### src/rtl/fp_mult_result_queue_if.sv
// Result handshake bundle between the multiplier side, the queue and its consumer.
interface fp_mult_result_queue_if;
    logic        in_valid;
    logic [31:0] in_z;
    logic [7:0]  in_status;
    logic        out_valid;
    logic        out_ready;
    logic [31:0] out_z;
    logic [7:0]  out_status;

    // Producer/consumer side (drives results in, accepts entries out)
    modport master (
        output in_valid, in_z, in_status, out_ready,
        input  out_valid, out_z, out_status
    );

    // Queue side
    modport slave (
        input  in_valid, in_z, in_status, out_ready,
        output out_valid, out_z, out_status
    );
endinterface

### src/rtl/fp_mult_result_queue.sv
// Show-ahead result FIFO behind the single-precision multiplier.
// Drops results when full (sticky overflow), counts NaN results, and with
// FPM_RESULT_STICKY_FLAGS_EN defined accumulates sticky exception flags.
module fp_mult_result_queue #(
    parameter int unsigned DEPTH = 4,
    parameter int unsigned CNT_W = 16
) (
    input  logic                     clk,
    input  logic                     rst,
    fp_mult_result_queue_if.slave    bus,
    output logic [$clog2(DEPTH):0]   level,
    output logic                     overflow,
    output logic [CNT_W-1:0]         nan_count
`ifdef FPM_RESULT_STICKY_FLAGS_EN
    ,
    output logic [7:0]               sticky_flags,
    input  logic                     flags_clr
`endif
);

    localparam int unsigned PTR_W   = $clog2(DEPTH);
    localparam int unsigned LVL_W   = PTR_W + 1;
    localparam int unsigned ENTRY_W = 40;

    logic [ENTRY_W-1:0] mem [DEPTH];
    logic [PTR_W-1:0]   wr_ptr;
    logic [PTR_W-1:0]   rd_ptr;
    logic [ENTRY_W-1:0] head;
    logic               full;
    logic               push;
    logic               pop;

    // Handshake decode; head is driven straight from storage, gated to 0 when empty
    assign full          = (level == LVL_W'(DEPTH));
    assign bus.out_valid = (level != '0);
    assign pop           = bus.out_valid && bus.out_ready;
    assign push          = bus.in_valid && (!full || pop);
    assign head          = mem[rd_ptr];
    assign bus.out_z      = bus.out_valid ? head[39:8] : 32'd0;
    assign bus.out_status = bus.out_valid ? head[7:0]  : 8'd0;

    // Entry storage, no reset needed: reads are masked by level
    always_ff @(posedge clk) begin
        if (push) begin
            mem[wr_ptr] <= {bus.in_z, bus.in_status};
        end
    end

    // Pointers, occupancy, overflow and NaN counter
    always_ff @(posedge clk) begin
        if (rst) begin
            wr_ptr    <= '0;
            rd_ptr    <= '0;
            level     <= '0;
            overflow  <= 1'b0;
            nan_count <= '0;
        end else begin
            if (push) begin
                wr_ptr <= wr_ptr + PTR_W'(1);
            end
            if (pop) begin
                rd_ptr <= rd_ptr + PTR_W'(1);
            end
            if (push && !pop) begin
                level <= level + LVL_W'(1);
            end else if (pop && !push) begin
                level <= level - LVL_W'(1);
            end
            if (bus.in_valid && !push) begin
                overflow <= 1'b1;
            end
            if (push && bus.in_status[2] && (nan_count != {CNT_W{1'b1}})) begin
                nan_count <= nan_count + CNT_W'(1);
            end
        end
    end

`ifdef FPM_RESULT_STICKY_FLAGS_EN
    // Sticky exception flags; a clear coinciding with a push keeps that entry's flags
    always_ff @(posedge clk) begin
        if (rst) begin
            sticky_flags <= 8'd0;
        end else if (flags_clr) begin
            sticky_flags <= push ? {2'b00, bus.in_status[5:0]} : 8'd0;
        end else if (push) begin
            sticky_flags <= sticky_flags | {2'b00, bus.in_status[5:0]};
        end
    end
`endif

endmodule

### src/flat_wrapper.sv
// flat-port wrapper written by rule: the top's interface ports become plain ports
module fp_mult_result_queue_flat 
#(
    parameter int unsigned DEPTH = 4,
    parameter int unsigned CNT_W = 16
)
  (clk, rst, level, overflow, nan_count, bus_in_valid, bus_in_z, bus_in_status, bus_out_ready, bus_out_valid, bus_out_z, bus_out_status);
  fp_mult_result_queue_if bus_i ();
  input  logic clk;
  input  logic rst;
  output logic [$clog2(DEPTH):0] level;
  output logic overflow;
  output logic [CNT_W-1:0] nan_count;
  input wire logic [$bits(bus_i.in_valid)-1:0] bus_in_valid;
  input wire logic [$bits(bus_i.in_z)-1:0] bus_in_z;
  input wire logic [$bits(bus_i.in_status)-1:0] bus_in_status;
  input wire logic [$bits(bus_i.out_ready)-1:0] bus_out_ready;
  output wire logic [$bits(bus_i.out_valid)-1:0] bus_out_valid;
  output wire logic [$bits(bus_i.out_z)-1:0] bus_out_z;
  output wire logic [$bits(bus_i.out_status)-1:0] bus_out_status;
  assign bus_i.in_valid = bus_in_valid;
  assign bus_i.in_z = bus_in_z;
  assign bus_i.in_status = bus_in_status;
  assign bus_i.out_ready = bus_out_ready;
  assign bus_out_valid = bus_i.out_valid;
  assign bus_out_z = bus_i.out_z;
  assign bus_out_status = bus_i.out_status;
  fp_mult_result_queue #(.DEPTH(DEPTH), .CNT_W(CNT_W)) u_core (.clk(clk), .rst(rst), .bus(bus_i), .level(level), .overflow(overflow), .nan_count(nan_count));
endmodule
### config.mk
export PLATFORM = sky130hd
export DESIGN_NAME = fp_mult_result_queue_flat
export DESIGN_NICKNAME = d
export VERILOG_FILES = /design/src/rtl/fp_mult_result_queue_if.sv /design/src/rtl/fp_mult_result_queue.sv /design/src/flat_wrapper.sv
export SDC_FILE = /design/constraint.sdc
export NUM_CORES = 1
export LEC_CHECK = 0
export CAP_MARGIN = 20
export CORE_ASPECT_RATIO = 1.1
export CORE_UTILIZATION = 61
export CTS_BUF_LIST = sky130_fd_sc_hd__clkbuf_8
export DETAILED_ROUTE_END_ITERATION = 7
export PLACE_DENSITY = 0.88
export SETUP_SLACK_MARGIN = 0.05
export SLEW_MARGIN = 5
export SYNTH_ARGS = -nofsm -noshare
export SYNTH_HDL_FRONTEND = slang
export SYNTH_SLANG_ARGS = --single-unit
export TNS_END_PERCENT = 20
### constraint.sdc
create_clock -name clk -period 5.64 [get_ports clk]
set_input_delay 1.41 -clock clk [delete_from_list [all_inputs] [get_ports clk]]
set_output_delay 1.41 -clock clk [all_outputs]
set_load 0.1 [all_outputs]
* Word-level counts from Yosys, hierarchy flattened *
Memory sizes are Yosys's and may differ from the RTL's. A register that Yosys moved wholly into a read port is not among the register bits.
Index checks and enable logic that the tools add are counted.

storage, ports and cells
  input port bits = 44
  register bits = 24
  bits in writable memories = 160
  memories kept = 1

operators by class
  $add $sub $neg = 5
  muxes and demuxes = 8
  reductions and logical operators = 13
  equality and inequality tests = 2

memory list
  name        depth  width  read ports  clocked after Yosys merged registers in  write ports  RTL line                    RTL
  u_core.mem  4      40     1           1                                        1            fp_mult_result_queue.sv:25  logic [ENTRY_W-1:0] mem [DEPTH];

operator list
  cell                   number
  $mux 32                1
  $add 16x1->16 const B  1
  $ne 16x16->1 const B   1
  $mux 8                 1
  $logic_and 1x1->1      7
  $mux 3                 2
  $add 2x1->2 const B    2
  $mux 2                 2
  $add 3x1->3 const B    1
  $eq 3x3->1 const B     1
  $logic_not 1->1        3
  $reduce_bool 3->1      1
  $sub 3x1->3 const B    1
  $mux 1                 2
  $reduce_bool 2->1      1
  $logic_or 1x1->1       1

* Longest topological paths before layout *
Gate-level depths: netlist of the first run.

  depth after elaboration = 8
  mapped depth = 9

* Worst setup path before layout of the first run *
OpenSTA, ideal clock, no wires.

  path type = register to output
  start point = register u_core.level[0]
  end point = output bus_out_z[22]
  data arrival time = 3.292 ns
  cell stages (with the launch flop) = 5
  required time = 4.230 ns
  slack = 0.938 ns
  path buffers = 2
  cell sequence = dfxtp_1 -> or3_1 -> clkbuf_1 -> clkbuf_1 -> and2_1

between the ends
  cells in the longest elaborated chain, start to end = 2

RTL lines
  element                  RTL line                    RTL
  from (decl)              fp_mult_result_queue.sv:11  output logic [$clog2(DEPTH):0] level,
  from (signal assigned)   fp_mult_result_queue.sv:65  level <= level + LVL_W'(1);
  from (signal assigned)   fp_mult_result_queue.sv:67  level <= level - LVL_W'(1);
  $reduce_bool 3->1        fp_mult_result_queue.sv:35  assign bus.out_valid = (level != '0);
  named net bus_out_valid  flat_wrapper.sv:18          output wire logic [$bits(bus_i.out_valid)-1:0] bus_out_valid;
  $mux 32                  fp_mult_result_queue.sv:39  assign bus.out_z = bus.out_valid ? head[39:8] : 32'd0;
  to (decl)                flat_wrapper.sv:19          output wire logic [$bits(bus_i.out_z)-1:0] bus_out_z;

The timed path passes the listed nets, and every way through them passes these cells.

==> results.sh, run 1 <==
export IMPL_synth_cell_type_count=41
export IMPL_rsz0062_at_grt="false"
export IMPL_max_slew_margin=0.285
export IMPL_rows=41
export IMPL_clock_latency_ns=0.44
export IMPL_synth_edf_count=160
export IMPL_grt_pass1_vias=4241
export IMPL_worstSetupStartpointType="flip-flop"
export IMPL_setup_ws_ns=1.08
export IMPL_worstPathRequired_ns=4.23
export IMPL_wl_met2_um=7530
export IMPL_synthCells=412
export IMPL_clkTransAtPathRegs_ns=0.09
export IMPL_design_portCount=105
export IMPL_initial_core_util=0.636
export IMPL_core_area_um2=11700
export IMPL_drt_met1_wl_um=5530
export IMPL_wl_per_cell_um=20.6
export IMPL_drc=0
export IMPL_syn_area_per_cell_um2=18.1
export IMPL_tightest_slew_ns=1.07
export IMPL_cap_violations=0
export IMPL_worstHoldPathCells=2
export IMPL_synthToLayoutAreaGrowth_pct=20.3
export IMPL_antenna_cells=0
export IMPL_top_layer="met4"
export IMPL_cts_tree="yes"
export IMPL_cts_buffers=17
export IMPL_pre_cts_slack_ns=1.52
export IMPL_status="finished clean"
export IMPL_syn_area_um2=7440
export IMPL_track_usage=0.238
export IMPL_setup_violations=0
export IMPL_yosysTopAreaCell="edfxtp_1"
export IMPL_cp_data_arrival_time_ns=3.15
export IMPL_postCtsResizedCells=0
export IMPL_htreeDepth=4
export IMPL_drtAntennaViolNets=0
export IMPL_hold_viol_final=0
export IMPL_dr_pass1_iters=4
export IMPL_r2r_cells=9
export IMPL_end_kind="output pin"
export IMPL_fin_crit_sh=0.809
export IMPL_die_y_um=118
export IMPL_layout_min_cycle_time_ns=4.56
export IMPL_crit_fanout=27
export IMPL_final_common_cell="edfxtp_1"
export IMPL_ys_seq_area_frac=0.716
export IMPL_layout_drive_gt1_share=0.162
export IMPL_worstSetupPathType="flip-flop to output pin"
export IMPL_grt_overflow_total=0
export IMPL_die_w_um=107
export IMPL_maxSlewViolCount=0
export IMPL_mostFrequentLayoutCells="edfxtp_1, clkdlybuf4s50_1, and2_1"
export IMPL_grt_max_degree=44
export IMPL_ys_flop_type="edfxtp_1"
export IMPL_ys_ff_latch=186
export IMPL_synth_area_leaders="edfxtp_1, mux4_2, dfxtp_1"
export IMPL_tns_ns=0
export IMPL_vias=4043
export IMPL_place_congestion=0.835
export IMPL_nNetsFinal=568
export IMPL_dp_hpwl_um=8640
export IMPL_synth_nets=463
export IMPL_final_setup_skew_ns=0.0140
export IMPL_placed_cells=647
export IMPL_wirelength_um=14000
export IMPL_async_flop_share=0
export IMPL_final_core_util=0.765
export IMPL_fmax_mhz=219
export IMPL_antenna_found_initial=0
export IMPL_wl_met3_um=771
export IMPL_cts_path_max_buffers=2
export IMPL_stdcell_count=680
export IMPL_synth_top_area_share=0.646
export IMPL_io_buffers=104
export IMPL_drtIter0Drc=247
export IMPL_ys_warn_count=0
export IMPL_post_cts_buffers=0
export IMPL_hold_path_class="flip-flop to flip-flop"
export IMPL_dieArea_um2=12600
export IMPL_root_buffer="clkbuf_8"
export IMPL_hold_buffers=0
export IMPL_via_per_inst=5.95
export IMPL_clock_sinks=186
export IMPL_grt_pass1_wl_um=21700
[synth_stat cells (4+ instances only)]
library cell / n
a21oi_1: 14
buf_2: 5
mux4_2: 40
xor2_1: 4
nand3_1: 6
clkbuf_1: 11
or4_1: 5
nand4_1: 5
nand2_1: 6
nor2b_1: 7
or3_1: 4
ha_1: 6
o31ai_1: 5
dfxtp_1: 26
inv_1: 6
o21ai_0: 4
and3_1: 5
edfxtp_1: 160
and2_1: 43
nor2_1: 17
[path summary, 6_finish.rpt]
| kind | slack (ns) | from | endpoint |
|---|---|---|---|
| hold reg to reg | 0.49 | u_core.overflow$_SDFFE_PP0P_ | u_core.overflow$_SDFFE_PP0P_ |
| setup reg to reg | 3.11 | u_core.level[0]$_SDFFE_PP0P_ | u_core.level[2]$_SDFFE_PP0P_ |
| setup / recovery | 1.08 | flip-flop | bus_out_status[5] |
| hold / removal | 0.49 | u_core.overflow$_SDFFE_PP0P_ | u_core.overflow$_SDFFE_PP0P_ |
[stage by stage]
step,hold WS (ns),instance area [um2]
CTS,0.496,8940
floorplan,0.485,7440
finish,0.494,8950
detailed placement,0.467,8600
global placement,0.457,8600
global route,0.527,8950
[critical path, stage by stage, from the launching register on]
cell and delay [ns]:
dfxtp_2 0.69, buf_12 0.30, mux4_2 0.55, and2_1 0.18
clkdlybuf4s50_1 0.96
[area by class of cell]
class                   count  area [um2]
flip-flops and latches    186        5330
fillers                   669        2740
multi-input cells         199        1990
repair buffers            107        1080
clock buffers              17         234
well taps                 150         188
clock inverters            15         104
inverters                   6        22.5
[state kept, by name (all words and copies together) (netlist names), named ones only]
name / flops
u_core.wr_ptr: 2
u_core.overflow: 1
u_core.level: 3
u_core.nan_count: 16
u_core.rd_ptr: 2
u_core.mem: 160
[cells by family (layout without fill, tap and decap cells)]
family	count (synthesis)	in the layout	share of synthesized area
simple gates	110	110	0.0913
flops	186	186	0.716
compound gates	28	28	0.0224
fa+ha+maj	7	7	0.0128
mux	49	49	0.135
buf+inv	27	145	0.0170
xor+xnor	5	5	0.00589
[layer usage]
layer	track usage	vias up
met1	0.289	2057
met4	0.0925	0
met5	0	-
li1	-	1828
met2	0.411	141
met3	0.0565	17
Power of run 1 is left out: the tool's default activity adds up to more than one toggle a clock period on the data nets, which glitch-free logic cannot reach.
==> run 2, diff against run 1 <==
- CORE_UTILIZATION: 61 -> 51
- PLACE_DENSITY: 0.88 -> 0.78
- clock period: 5.64 -> 3.9 ns (I/O delays scaled with it)
==> run 2 against run 1 <==
  * Critical path depth did not move
  * Flip-flop and latch count did not move
  * Count of clock-buffer cells in the layout did not move
  * First-iteration DRC count rose by 28%
  * Worst hold slack got worse by 0.0052 ns
==> results.sh, run 2 (synthesis gave the netlist of run 1 again) <==
export IMPL_grt_pass1_wl_um=20800
export IMPL_die_y_um=129
export IMPL_max_slew_margin=0.292
export IMPL_final_setup_skew_ns=0.0108
export IMPL_clock_latency_ns=0.44
export IMPL_tns_ns=0
export IMPL_drtAntennaViolNets=0
export IMPL_drc=0
export IMPL_cp_top_family="simple AND/OR/NAND/NOR gates"
export IMPL_status="finished clean"
export IMPL_hold_buffers=0
export IMPL_cts_tree="yes"
export IMPL_cp_num_buf_inv=2
export IMPL_rows=45
export IMPL_synthToLayoutAreaGrowth_pct=20.9
export IMPL_layout_min_cycle_time_ns=3.47
export IMPL_worstSetupStartpointType="flip-flop"
export IMPL_nNetsFinal=570
export IMPL_initial_core_util=0.531
export IMPL_cts_buffers=17
export IMPL_worstHoldPathCells=2
export IMPL_grt_max_degree=41
export IMPL_via_per_inst=5.49
export IMPL_dr_pass1_iters=6
export IMPL_path_depth=4
export IMPL_crit_fanout=29
export IMPL_cts_path_max_buffers=2
export IMPL_largest_register="u_core.mem"
export IMPL_final_common_cell="edfxtp_1"
export IMPL_hold_path_class="flip-flop to flip-flop"
export IMPL_wirelength_um=13200
export IMPL_clkTransAtPathRegs_ns=0.09
export IMPL_grt_pass1_vias=4075
export IMPL_rsz0062_at_grt="false"
export IMPL_drtIter0Drc=317
export IMPL_place_congestion=0.838
export IMPL_io_buffers=104
export IMPL_clock_sinks=186
export IMPL_vias=3956
export IMPL_end_kind="output pin"
export IMPL_track_usage=0.191
export IMPL_antenna_cells=0
export IMPL_worstSetupPathType="flip-flop to output pin"
export IMPL_layout_drive_gt1_share=0.239
export IMPL_fin_crit_sh=0.890
export IMPL_dp_hpwl_um=8240
export IMPL_setup_violations=0
export IMPL_cpPeakStageDelay_ns=0.83
export IMPL_postCtsResizedCells=0
export IMPL_mostFrequentLayoutCells="edfxtp_1, clkdlybuf4s50_1, buf_4"
export IMPL_grt_overflow_total=0
export IMPL_reg_largest_list="u_core.mem (160), u_core.nan_count (16), u_core.level (3)"
export IMPL_cp_common_cell="buf_4"
export IMPL_dieArea_um2=15100
export IMPL_tightest_slew_ns=1.06
export IMPL_htreeDepth=4
export IMPL_core_area_um2=14000
export IMPL_cap_violations=0
export IMPL_maxSlewViolCount=0
export IMPL_cp_data_arrival_time_ns=2.50
export IMPL_fmax_mhz=288
export IMPL_worstPathRequired_ns=2.92
export IMPL_wl_per_cell_um=18.4
export IMPL_design_portCount=105
export IMPL_largest_reg_flops=160
export IMPL_final_core_util=0.642
export IMPL_root_buffer="clkbuf_8"
export IMPL_post_cts_buffers=0
export IMPL_r2r_cells=8
export IMPL_path_cells="or3_1 -> buf_4 -> and2_1 -> buf_4"
export IMPL_hold_viol_final=0
export IMPL_fillers=973
export IMPL_die_w_um=117
export IMPL_slowest_stage="or3_1"
export IMPL_antenna_found_initial=1
## run 2: cell count changes in the layout (fill, tap and decap cells not counted), moves of 2 or more
cell,change
buf_4,+43
clkdlybuf4s50_1,-41
bufinv_16,+4
clkinv_2,-2
clkinv_4,-2
## run 2: final timing paths
kind,slack (ns),start,to
hold / removal,0.49,u_core.overflow$_SDFFE_PP0P_,u_core.overflow$_SDFFE_PP0P_
setup reg to reg,1.12,u_core.level[0]$_SDFFE_PP0P_,u_core.level[2]$_SDFFE_PP0P_
setup / recovery,0.43,u_core.level[1]$_SDFFE_PP0P_,bus_out_z[20]
hold reg to reg,0.49,u_core.overflow$_SDFFE_PP0P_,u_core.overflow$_SDFFE_PP0P_
## run 2: stage by stage
stage | area, um2 | worst slack [ns] | std cells | hold WS (ns)
floorplan | 7440 | 0.118 | 412 | 0.485
global placement | 8560 | 0.656 | 687 | 0.462
detailed placement | 8560 | 0.594 | 687 | 0.468
CTS | 8980 | 0.372 | 719 | 0.496
global route | 9000 | 0.246 | 720 | 0.526
finish | 9000 | 0.428 | 720 | 0.489
## run 2: cell type report
type	instances	area (um2)	share of cell area
Tap cell	188	235	0.0261
Timing Repair Buffer	109	1000	0.111
Clock inverter	15	184	0.0204
Clock buffer	17	234	0.0260
Inverter	6	22.5	0.00250
Multi-Input combinational cell	199	1990	0.222
Sequential cell	186	5330	0.592
## run 2: worst register-to-register path: stages (launching register included)
cell and delay [ns]:
dfxtp_1 0.37, or3_1 0.83, nand2_1 0.29, ha_1 0.21, inv_1 0.06, fa_1 0.37, xor2_1 0.16, or3_1 0.31
a21oi_1 0.14
## run 2: metal layers
metal	share of wire	wire length, um	track usage	vias up
li1	-	-	-	1834
met1	0.44	5800	0.242	1992
met5	0.00098	13	0	-
met4	0.014	188	0.0700	2
met2	0.49	6540	0.312	110
met3	0.053	701	0.0551	18
Power of run 2 is left out for the same reason.
==> run 3, diff against run 2 <==
- CORE_UTILIZATION: 51 -> 40
- PLACE_DENSITY: 0.78 -> not set
- SKIP_LAST_GASP: not set -> 1
- clock period: 3.9 -> 3 ns (I/O delays scaled with it)
==> run 3 against run 2 <==
  * Worst hold slack better by 0.019 ns
  * Count of clock-buffer cells in the layout did not move
  * Core utilization decreased by 10 points
  * Sequential share of layout area down 4.1 points
  * Worst setup slack got worse by 0.17 ns
  * Register-to-register slack worse by 0.36 ns
  * Global-route usage down 3.5 points
  * Flip-flop and latch count stayed put
  * Wire length increased by 8.2%
  * Non-clock buffer count up 10
==> results.sh, run 3 (synthesis gave the netlist of run 1 again) <==
export IMPL_status="finished clean"
export IMPL_dieArea_um2=19100
export IMPL_cts_path_max_buffers=2
export IMPL_max_slew_margin=0.481
export IMPL_crit_fanout=30
export IMPL_root_buffer="clkbuf_8"
export IMPL_largest_register="u_core.mem"
export IMPL_grt_busiest_layer="met2"
export IMPL_die_y_um=145
export IMPL_grt_max_degree=41
export IMPL_drc=0
export IMPL_wl_per_cell_um=18.3
export IMPL_worstSetupStartpointType="flip-flop"
export IMPL_hold_path_class="flip-flop to flip-flop"
export IMPL_synthToLayoutAreaGrowth_pct=30.1
export IMPL_rows=51
export IMPL_core_area_um2=17900
export IMPL_wirelength_um=14300
export IMPL_reg_largest_list="u_core.mem (160), u_core.nan_count (16), u_core.level (3)"
export IMPL_worstPathRequired_ns=2.25
export IMPL_dp_hpwl_um=9200
export IMPL_postCtsResizedCells=0
export IMPL_gr_usage_met2=0.266
export IMPL_cts_tree="yes"
export IMPL_layout_min_cycle_time_ns=2.75
export IMPL_final_setup_skew_ns=0.00865
export IMPL_clock_latency_ns=0.45
export IMPL_maxSlewViolCount=0
export IMPL_fmax_mhz=364
export IMPL_vias=4008
export IMPL_track_usage=0.156
export IMPL_cap_violations=0
export IMPL_tightest_slew_ns=0.775
export IMPL_dr_pass1_iters=4
export IMPL_cts_buffers=17
export IMPL_hold_buffers=0
export IMPL_hold_viol_final=0
export IMPL_clkTransAtPathRegs_ns=0.09
export IMPL_initial_core_util=0.415
export IMPL_rsz0062_at_grt="false"
export IMPL_mostFrequentLayoutCells="edfxtp_1, buf_12, clkdlybuf4s50_1"
export IMPL_io_buffers=104
export IMPL_worstSetupPathType="flip-flop to output pin"
export IMPL_end_kind="output pin"
export IMPL_layout_drive_gt1_share=0.323
export IMPL_grt_pass1_wl_um=22300
export IMPL_fin_crit_sh=0.915
export IMPL_design_portCount=105
export IMPL_setup_violations=0
export IMPL_place_congestion=0.828
export IMPL_largest_reg_flops=160
export IMPL_grt_pass1_vias=4122
export IMPL_tns_ns=0
export IMPL_die_w_um=132
export IMPL_nNetsFinal=580
export IMPL_final_common_cell="edfxtp_1"
export IMPL_clock_sinks=186
export IMPL_htreeDepth=4
export IMPL_drtAntennaViolNets=0
export IMPL_met3_usage=0.0405
export IMPL_antenna_found_initial=0
export IMPL_use_met1=0.193
export IMPL_cp_data_arrival_time_ns=2.00
export IMPL_via_per_inst=5.13
export IMPL_drtIter0Drc=165
export IMPL_grt_overflow_total=0
## run 3: critical path, stage by stage, from the launching register on
cell     delay (ns)
dfxtp_2        0.54
buf_12         0.27
mux4_2         0.35
and2_2         0.23
buf_12         0.16
## run 3: per-layer routing
| metal | vias up | part of all wire |
|---|---|---|
| met2 | 105 | 0.52 |
| met4 | 0 | 0.0072 |
| met3 | 7 | 0.047 |
| met1 | 2042 | 0.43 |
| met5 | - | 0 |
| li1 | 1854 | - |
## run 3: final cells by class
type,instances,area [um2]
timing repair buffer,119,1610
multi-input combinational,199,2000
inverter,6,22.5
clock inverter,15,168
fill,1461,8250
sequential,186,5330
clock buffer,17,234
tap,238,298
antenna,1,2.50
## run 3: final timing paths
kind                                startpoint                            to  slack, ns  cells past startpoint
hold / removal    u_core.overflow$_SDFFE_PP0P_  u_core.overflow$_SDFFE_PP0P_       0.51                      2
setup / recovery                     flip-flop                 bus_out_z[25]       0.25                      4
setup reg to reg  u_core.level[0]$_SDFFE_PP0P_  u_core.level[2]$_SDFFE_PP0P_       0.76                      8
hold reg to reg   u_core.overflow$_SDFFE_PP0P_  u_core.overflow$_SDFFE_PP0P_       0.51                      2
## run 3: stage by stage
| step | cell area, um2 | hold slack [ns] | utilization | setup WS (ns) | instances |
|---|---|---|---|---|---|
| final | 9680 | 0.508 | 0.540 | 0.254 | 781 |
| after floorplan | 7460 | 0.485 | - | 0.0587 | 412 |
| after CTS | 9670 | 0.507 | 0.540 | 0.165 | 780 |
| after detailed placement | 9250 | 0.482 | 0.516 | 0.0571 | 746 |
| after global placement | 9250 | 0.491 | 0.516 | 0.0905 | 746 |
| after global routing | 9670 | 0.539 | 0.540 | 0.149 | 780 |
## run 3: what timing repair did
| item | 4_1_cts | 5_1_grt |
|---|---|---|
| setup buffers | 2 | 0 |
| endpoints found under the setup margin | 27 | 0 |
| hold endpoints to repair | 0 | 0 |
Power of run 3 is left out for the same reason.
